==> config.mk <==
export PLATFORM = sky130hd
export DESIGN_NAME = pc_unit
export DESIGN_NICKNAME = d
export VERILOG_FILES = /design/src/rtl/pc_unit.sv
export SDC_FILE = /design/constraint.sdc
export NUM_CORES = 1
export LEC_CHECK = 0
export ABC_AREA = 0
export BUFFER_PORTS_ARGS = -buffer_cell sky130_fd_sc_hd__buf_4
export CAP_MARGIN = 25
export CORE_UTILIZATION = 50
export DETAILED_ROUTE_END_ITERATION = 6
export GPL_ROUTABILITY_DRIVEN = 0
export MAX_ROUTING_LAYER = met4
export PLACE_DENSITY = 0.79
export SYNTH_ARGS = -nofsm -noshare
export SYNTH_HDL_FRONTEND = slang
export SYNTH_SLANG_ARGS = --single-unit
==> constraint.sdc <==
create_clock -name clk -period 3.9 [get_ports clk]
set_clock_uncertainty 0.05 [all_clocks]
set_input_delay 0.39 -clock clk [delete_from_list [all_inputs] [get_ports clk]]
set_output_delay 0.39 -clock clk [all_outputs]
set_load 0.005 [all_outputs]
==> src/rtl/pc_unit.sv <==
// Program counter unit: BOOT/RUN/HALTED sequencing with trap, redirect,
// halt/resume and stall handling.
module pc_unit #(
  parameter int          WIDTH        = 32,
  parameter logic [31:0] RESET_VECTOR = 32'h0000_0000,
  parameter logic [31:0] TRAP_VECTOR  = 32'h0000_0100,
  parameter int          INCR         = 4,
  parameter int          ALIGN_BITS   = 2
) (
  input  logic             clk,
  input  logic             rst,
  input  logic             stall,
  input  logic             redirect,
  input  logic [WIDTH-1:0] redirect_target,
  input  logic             trap,
  input  logic             halt,
  input  logic             resume,
  output logic [WIDTH-1:0] pc,
  output logic [WIDTH-1:0] pc_next_seq,
  output logic             fetch_valid,
  output logic [WIDTH-1:0] epc,
  output logic             trap_taken,
  output logic             misalign
);

  localparam logic [WIDTH-1:0] RST_PC     = WIDTH'(RESET_VECTOR);
  localparam logic [WIDTH-1:0] TRAP_PC    = WIDTH'(TRAP_VECTOR);
  localparam logic [WIDTH-1:0] STEP       = WIDTH'(INCR);
  localparam logic [WIDTH-1:0] ALIGN_MASK = WIDTH'((64'd1 << ALIGN_BITS) - 64'd1);

  // Misaligned vectors would fetch from an illegal address forever, so refuse to build.
  if ((RST_PC & ALIGN_MASK) != '0) begin : g_bad_reset_vector
    $error("pc_unit: RESET_VECTOR is not aligned to ALIGN_BITS");
  end
  if ((TRAP_PC & ALIGN_MASK) != '0) begin : g_bad_trap_vector
    $error("pc_unit: TRAP_VECTOR is not aligned to ALIGN_BITS");
  end

  typedef enum logic [1:0] {
    BOOT   = 2'd0,
    RUN    = 2'd1,
    HALTED = 2'd2
  } state_e;

  state_e           state_q, state_d;
  logic [WIDTH-1:0] pc_q, pc_d;
  logic [WIDTH-1:0] epc_q, epc_d;
  logic             trap_taken_q, trap_taken_d;
  logic             misalign_q, misalign_d;
  logic [WIDTH-1:0] pc_plus;
  logic             target_misaligned;

  assign pc_plus           = pc_q + STEP;
  assign target_misaligned = |(redirect_target & ALIGN_MASK);

  always_comb begin
    state_d      = state_q;
    pc_d         = pc_q;
    epc_d        = epc_q;
    trap_taken_d = 1'b0;
    misalign_d   = 1'b0;
    unique case (state_q)
      BOOT: begin
        state_d = RUN;
      end
      RUN: begin
        if (trap) begin
          pc_d         = TRAP_PC;
          epc_d        = pc_q;
          trap_taken_d = 1'b1;
        end else if (redirect && target_misaligned) begin
          pc_d         = TRAP_PC;
          epc_d        = redirect_target;
          trap_taken_d = 1'b1;
          misalign_d   = 1'b1;
        end else if (redirect) begin
          pc_d = redirect_target;
        end else if (halt) begin
          state_d = HALTED;
        end else if (!stall) begin
          pc_d = pc_plus;
        end
      end
      HALTED: begin
        if (trap) begin
          pc_d         = TRAP_PC;
          epc_d        = pc_q;
          trap_taken_d = 1'b1;
          state_d      = RUN;
        end else if (resume) begin
          state_d = RUN;
        end
      end
      default: begin
        state_d = BOOT;
        pc_d    = RST_PC;
      end
    endcase
  end

  always_ff @(posedge clk) begin
    if (rst) begin
      state_q      <= BOOT;
      pc_q         <= RST_PC;
      epc_q        <= '0;
      trap_taken_q <= 1'b0;
      misalign_q   <= 1'b0;
    end else begin
      state_q      <= state_d;
      pc_q         <= pc_d;
      epc_q        <= epc_d;
      trap_taken_q <= trap_taken_d;
      misalign_q   <= misalign_d;
    end
  end

  assign pc          = pc_q;
  assign pc_next_seq = pc_plus;
  assign fetch_valid = (state_q == RUN) && !stall && !rst;
  assign epc         = epc_q;
  assign trap_taken  = trap_taken_q;
  assign misalign    = misalign_q;

endmodule

; ---- Word-level counts from Yosys, hierarchy flattened
; Cells that the tools add are included.
[classes]
addsub = 1
eq_ne = 11
n_mux = 22
n_bitwise = 2
n_reduce_logical = 12
[op_table]
columns = op, n
row1 = $mux W32, 9
row2 = $pmux W32 S3, 1
row3 = $pmux W32 S2, 1
row4 = $add A32 B3 Y32 const B, 1
row5 = $mux W2, 6
row6 = $ne A2 B2 Y1 const B, 5
row7 = $ne A5 B5 Y1 const B, 2
row8 = $ne A3 B3 Y1 const B, 2
row9 = $pmux W2 S3, 1
row10 = $reduce_and A5 Y1, 1
row11 = $reduce_and A4 Y1, 1
row12 = $logic_and A1 B1 Y1, 3
row13 = $mux W1, 3
row14 = $reduce_and A3 Y1, 1
row15 = $reduce_or A3 Y1, 1
row16 = $eq A2 B1 Y1 const B, 1
row17 = $eq A2 B2 Y1 const B, 1
row18 = $logic_not A1 Y1, 2
row19 = $logic_not A2 Y1, 1
row20 = $not A1 Y1, 2
row21 = $pmux W1 S2, 1
row22 = $reduce_bool A2 Y1, 1
row23 = $reduce_or A2 Y1, 1
[totals]
ff_bits = 68
input_bits = 39
output_inout_bits = 99
wordCells = 53

; ---- Longest topological paths before layout
[logic_depth]
word_depth = 7
depth_mapped = 10
ltp_nobuf = 7

; ---- Least setup slack after synthesis
; Ideal clock, no wire load.
[synth_timing]
kind = register to output
start = register pc_q[15] (netlist: pc[15])
end = output port pc_next_seq[23]
t_arrival_ns = 1.676
required_time_ns = 3.460
path_slack_ns = 1.784
stages_incl_launch_ff = 6
path_buffers = 1
path_cell_list = dfxtp_1 > clkbuf_1 > nand3_1 > or4_1 > nor3_2 > xnor2_1
[synth_via]
elab_chain_cells = 1
[synth_lines]
columns = element, line
row1 = start: declaration, 46  ; logic [WIDTH-1:0] pc_q, pc_d;
row2 = start signal: assignment, 110  ; pc_q <= pc_d;
row3 = $add A32 B3 Y32, 53  ; assign pc_plus = pc_q + STEP;
row4 = end: declaration, 19  ; output logic [WIDTH-1:0] pc_next_seq,
; No other way between the ends.

; ---- Worst setup path in the final report
[layout_timing]
start = register pc_q[7] (netlist: pc[7])
end = output port pc_next_seq[21]
; The elaborated chain is that of the path after synthesis.

==> flow_results.org <==
** Die
- The die covers 0.00855 mm².
- Area of the placeable core :: 0.00781 mm²
- Width of the die :: 92.4 µm
- IO Count :: 138
- The initial utilization of the core area, before any placement, comes to 52.4%.
- From bottom edge to top edge, the die measures 92.4 µm.
- Number of standard-cell rows in the floorplan :: 32

** Clocking
- TritonCTS clock tree :: done
- In this run the deepest clock path goes through 2 buffers.
- Once the clock tree was built, the setup fixing pass inserted 0 buffers.
- H-tree depth :: 3
- Clock latency reported for the late side of the worst-skew pair :: 350 ps
- The tree built by TritonCTS fans out to 68 sinks.
- In this run, post-CTS repair resized a total of 0 instances.
- CTS root buf :: sky130_fd_sc_hd__clkbuf_8
- Count of hold-fix buffers inserted at cts :: 0
- Clock-pin slew of the registers on the worst-case setup and hold paths :: 80 ps
- Total CTS buffers :: 9

** Setup path
- Critical path peak fanout :: 18
- The worst register-to-register path ends at pc[29].
- Setup Crit Path Kind :: flop to primary output
- Grouping stages by cell kind, the critical path spends the most delay in simple AND/OR/NAND/NOR gates.
- Critical path endpoint category :: primary output
- Depth of the most critical reg-to-reg path :: 7
- Counting both buffers and inverters, the worst setup path holds a total of 1.
- Worst r2r src :: state_q[0]
- Worst path arrival time :: 2450 ps
- Worst path required time :: 3460 ps
- Logic depth of the worst path, buffers included :: 6
- Element type at the critical path start :: flop
- Critical Path Start :: pc[7]
- The critical path goes through nand4_4, nor3_4, nand2_1, nor2_1, xor2_1, buf_4.
- In this run the worst setup path terminates at pc_next_seq[21].
- On the worst path, the slowest cell contributes a delay of 630 ps.
- The slowest stage of the critical path is the sky130_fd_sc_hd__nor3_4 cell.
- Register-to-Register Setup Slack :: 1220 ps

** Timing
- Setup violations remaining at the end of the flow were counted as 0.
- Slew at the pin closest to its max-slew limit :: 942 ps
- Highest clock rate :: 347 MHz
- The final count of hold timing violations came to 0.
- Setup repair after global routing missed its margin :: false
- Final period util :: 74.0%
- Setup total negative slack on the finished layout was measured at 0 ps.
- Subtracting the final worst setup slack from the clock period gives 2890 ps.
- Worst rel slew slack :: 36.6%
- The number of max-slew violations in the final report is 0.

** Cells and area
- The repair_antennas step left the layout with diodes totalling 0.
- For this run, the number of standard cells in the final layout without fillers is 750.
- From synthesis to final layout, the design area changed by 29.0%.
- Share of post-route cells with drive strength above 1 :: 27.0%
- After the last flow step, the layout net total stands at 687.

** Synthesis
- After synthesis, the netlist uses 58 different library cells.
- Async set-reset flop share out of synthesis :: 0%
- The cell area that synthesis handed to floorplanning was 0.00409 mm².
- Top area cells in the synthesized netlist :: sky130_fd_sc_hd__dfxtp_1 33%, sky130_fd_sc_hd__o21ai_0 7.1%, sky130_fd_sc_hd__a311oi_1 7.1%
- Instance count of the mapped netlist :: 540
- Of the post-synthesis cell area, the dominant cell type holds 33.3%.
- Number of register bits inferred by synthesis :: 68
- Most instantiated flip-flop cell in the synthesis netlist :: sky130_fd_sc_hd__dfxtp_1
- When the netlist entered floorplanning its net count stood at 584.
- During synthesis, Yosys emitted a total of 0 warnings.
- Each instance of the synthesized netlist takes up on average 7.57 µm².
- Proportion of synthesized chip area in sequential cells :: 33.3%
- Number of flops mapped to enable cells by yosys :: 0
- Dominant cell type by area after synthesis :: sky130_fd_sc_hd__dfxtp_1

** Detailed routing
- After detailed routing, the average wire length per cell comes to 17.5 µm.
- Remaining design rule violation count :: 0
- Once detail routing completed, the nets flagged for antenna violations numbered 0.
- Violation count after the first detailed-route iteration :: 379
- Summed over all layers, the routed wires come to 13.1 mm.
- Before antenna repair, the detailed router went through 5 iterations.
- Per-cell via count in the routed design :: 6.13
- The routed layout has 4598 vias.

** Power and ir drop
- In this run the static leakage power is 2.13 nW.
- Across the VDD grid, the largest voltage drop is 204 µV.
- Areal power density over the cells :: 333 mW/mm²

** Hold path
- Classification of the worst-slack hold path :: primary input to flop

** Outcome
- The flow ran to the end, and the final reports show no timing, DRC or antenna violations.

** GRT
- The first global-routing pass estimated 20.6 mm of wire.
- Pin count of the biggest net entering global routing :: 60
- The number of antenna violations at the first check in global routing is 0.
- The number of global-route vias before repair was 4145.
- In the global route stage, overall resource usage came out at 31.3%.
- Global routing finished with a remaining overflow of 0.

** Placed design
- Number of buffers added on ports :: 137
- Including well taps, the total number of placed cells is 734.
- After legalization and detailed placement, the total HPWL measured 9.13 mm.

** Job
- Across the run, the number of max-cap violations was 0.
[registers in the layout, indices dropped and copies added, names as in the netlist]
register    count
epc            32
misalign        1
pc             32
state_q         2
trap_taken      1
[layout by cell type (no fill, tap or decap), types with 11 or more instances in the layout]
cell type | synthesis | routed
sky130_fd_sc_hd__buf_4 | 2 | 141
sky130_fd_sc_hd__dfxtp_1 | 68 | 68
sky130_fd_sc_hd__nand2_1 | 64 | 64
sky130_fd_sc_hd__o21ai_0 | 58 | 58
sky130_fd_sc_hd__nor2_1 | 51 | 50
sky130_fd_sc_hd__a311oi_1 | 33 | 33
sky130_fd_sc_hd__a21oi_1 | 24 | 24
sky130_fd_sc_hd__nand3_1 | 20 | 20
sky130_fd_sc_hd__xnor2_1 | 20 | 20
sky130_fd_sc_hd__nor3_1 | 16 | 16
sky130_fd_sc_hd__inv_1 | 14 | 14
sky130_fd_sc_hd__nand4_1 | 11 | 11
[cell type report]
cell class	count	area, µm²
sequential	68	1360
inverter	15	56.3
clock buffer	12	145
timing repair buffer	142	1080
tap	102	128
multi-input combinational	407	2460
fill	685	2530
clock inverter	4	48.8
[where the power goes]
group | total [mW] | switching (mW) | internal (mW)
clock network | 0.594 | 0.281 | 0.313
registers | 0.782 | 0.0357 | 0.746
logic | 0.381 | 0.205 | 0.176
[worst min-delay path by stage]
stage                            end  depth (start not counted)  slack [ps]                start
after floorplan           state_q[1]                          2         430           state_q[1]
after detailed placement       pc[1]                          1         440                pc[1]
after CTS                     pc[30]                          3         210  redirect_target[30]
after global routing          pc[20]                          3         210  redirect_target[20]
final                         pc[30]                          3         210  redirect_target[30]
after global placement       epc[27]                          2         440              epc[27]
[logic make-up (layout without fill, tap and decap cells)]
kind of cell | Yosys count | in the layout | share of synthesized area, %
multiplexers | 5 | 5 | 1.25
flip-flops | 68 | 68 | 33.3
AO/OA/AOI/OAI | 150 | 150 | 23.7
buffers and inverters | 65 | 173 | 6.67
AND/OR/NAND/NOR | 219 | 219 | 27.5
adder cells (fa/ha/maj) | 5 | 5 | 1.53
XOR/XNOR | 28 | 28 | 6.00
[synth_stat cells, drive strengths merged, types with 2 or more instances]
library cell and n:
dfxtp 68, nand2 64, o21ai 60, nor2 51
a311oi 33, clkbuf 31, a21oi 24, nand3 22
xnor2 20, buf 19, nor3 19, inv 15
nand4 14, nor4 11, xor2 8, nand2b 6
ha 5, or3 5, or4 5, a22oi 4
a32oi 4, and2 4, mux2i 4, o22ai 4
a31oi 3, a41oi 3, and3 3, nor2b 3
nor3b 3, o211ai 3, a21o 2, a31o 2
and4 2, nand3b 2, o21a 2, or2 2
[routing by layer]
metal  vias up  share of wire (%)  wire length [µm]  GRT usage [%]
met2       259                 47              6180           48.9
met3        34                8.8              1150           3.94
met4         0                2.3               308           14.3
met5         -                  0                 0              -
met1      2138                 42              5500           40.4
li1       2167                  -                 -              -
[metrics by stage]
stage	power [mW]	util, %	hold WS (ps)	setup WS [ps]	area [µm²]
finish	1.76	67.6	212	1010	5280
global route	1.84	67.6	212	803	5280
CTS	1.76	67.6	205	1050	5280
detailed placement	1.18	65.1	442	1280	5080
global placement	1.17	65.1	438	1430	5080
floorplan	1.00	-	433	1780	4090
[tightest hold or removal path, cell delays in order]
cell and delay, ps:
sky130_fd_sc_hd__buf_4 90, sky130_fd_sc_hd__nand2_1 40, sky130_fd_sc_hd__nand3_1 70
Note: power is estimated with default switching activity, not from simulation.
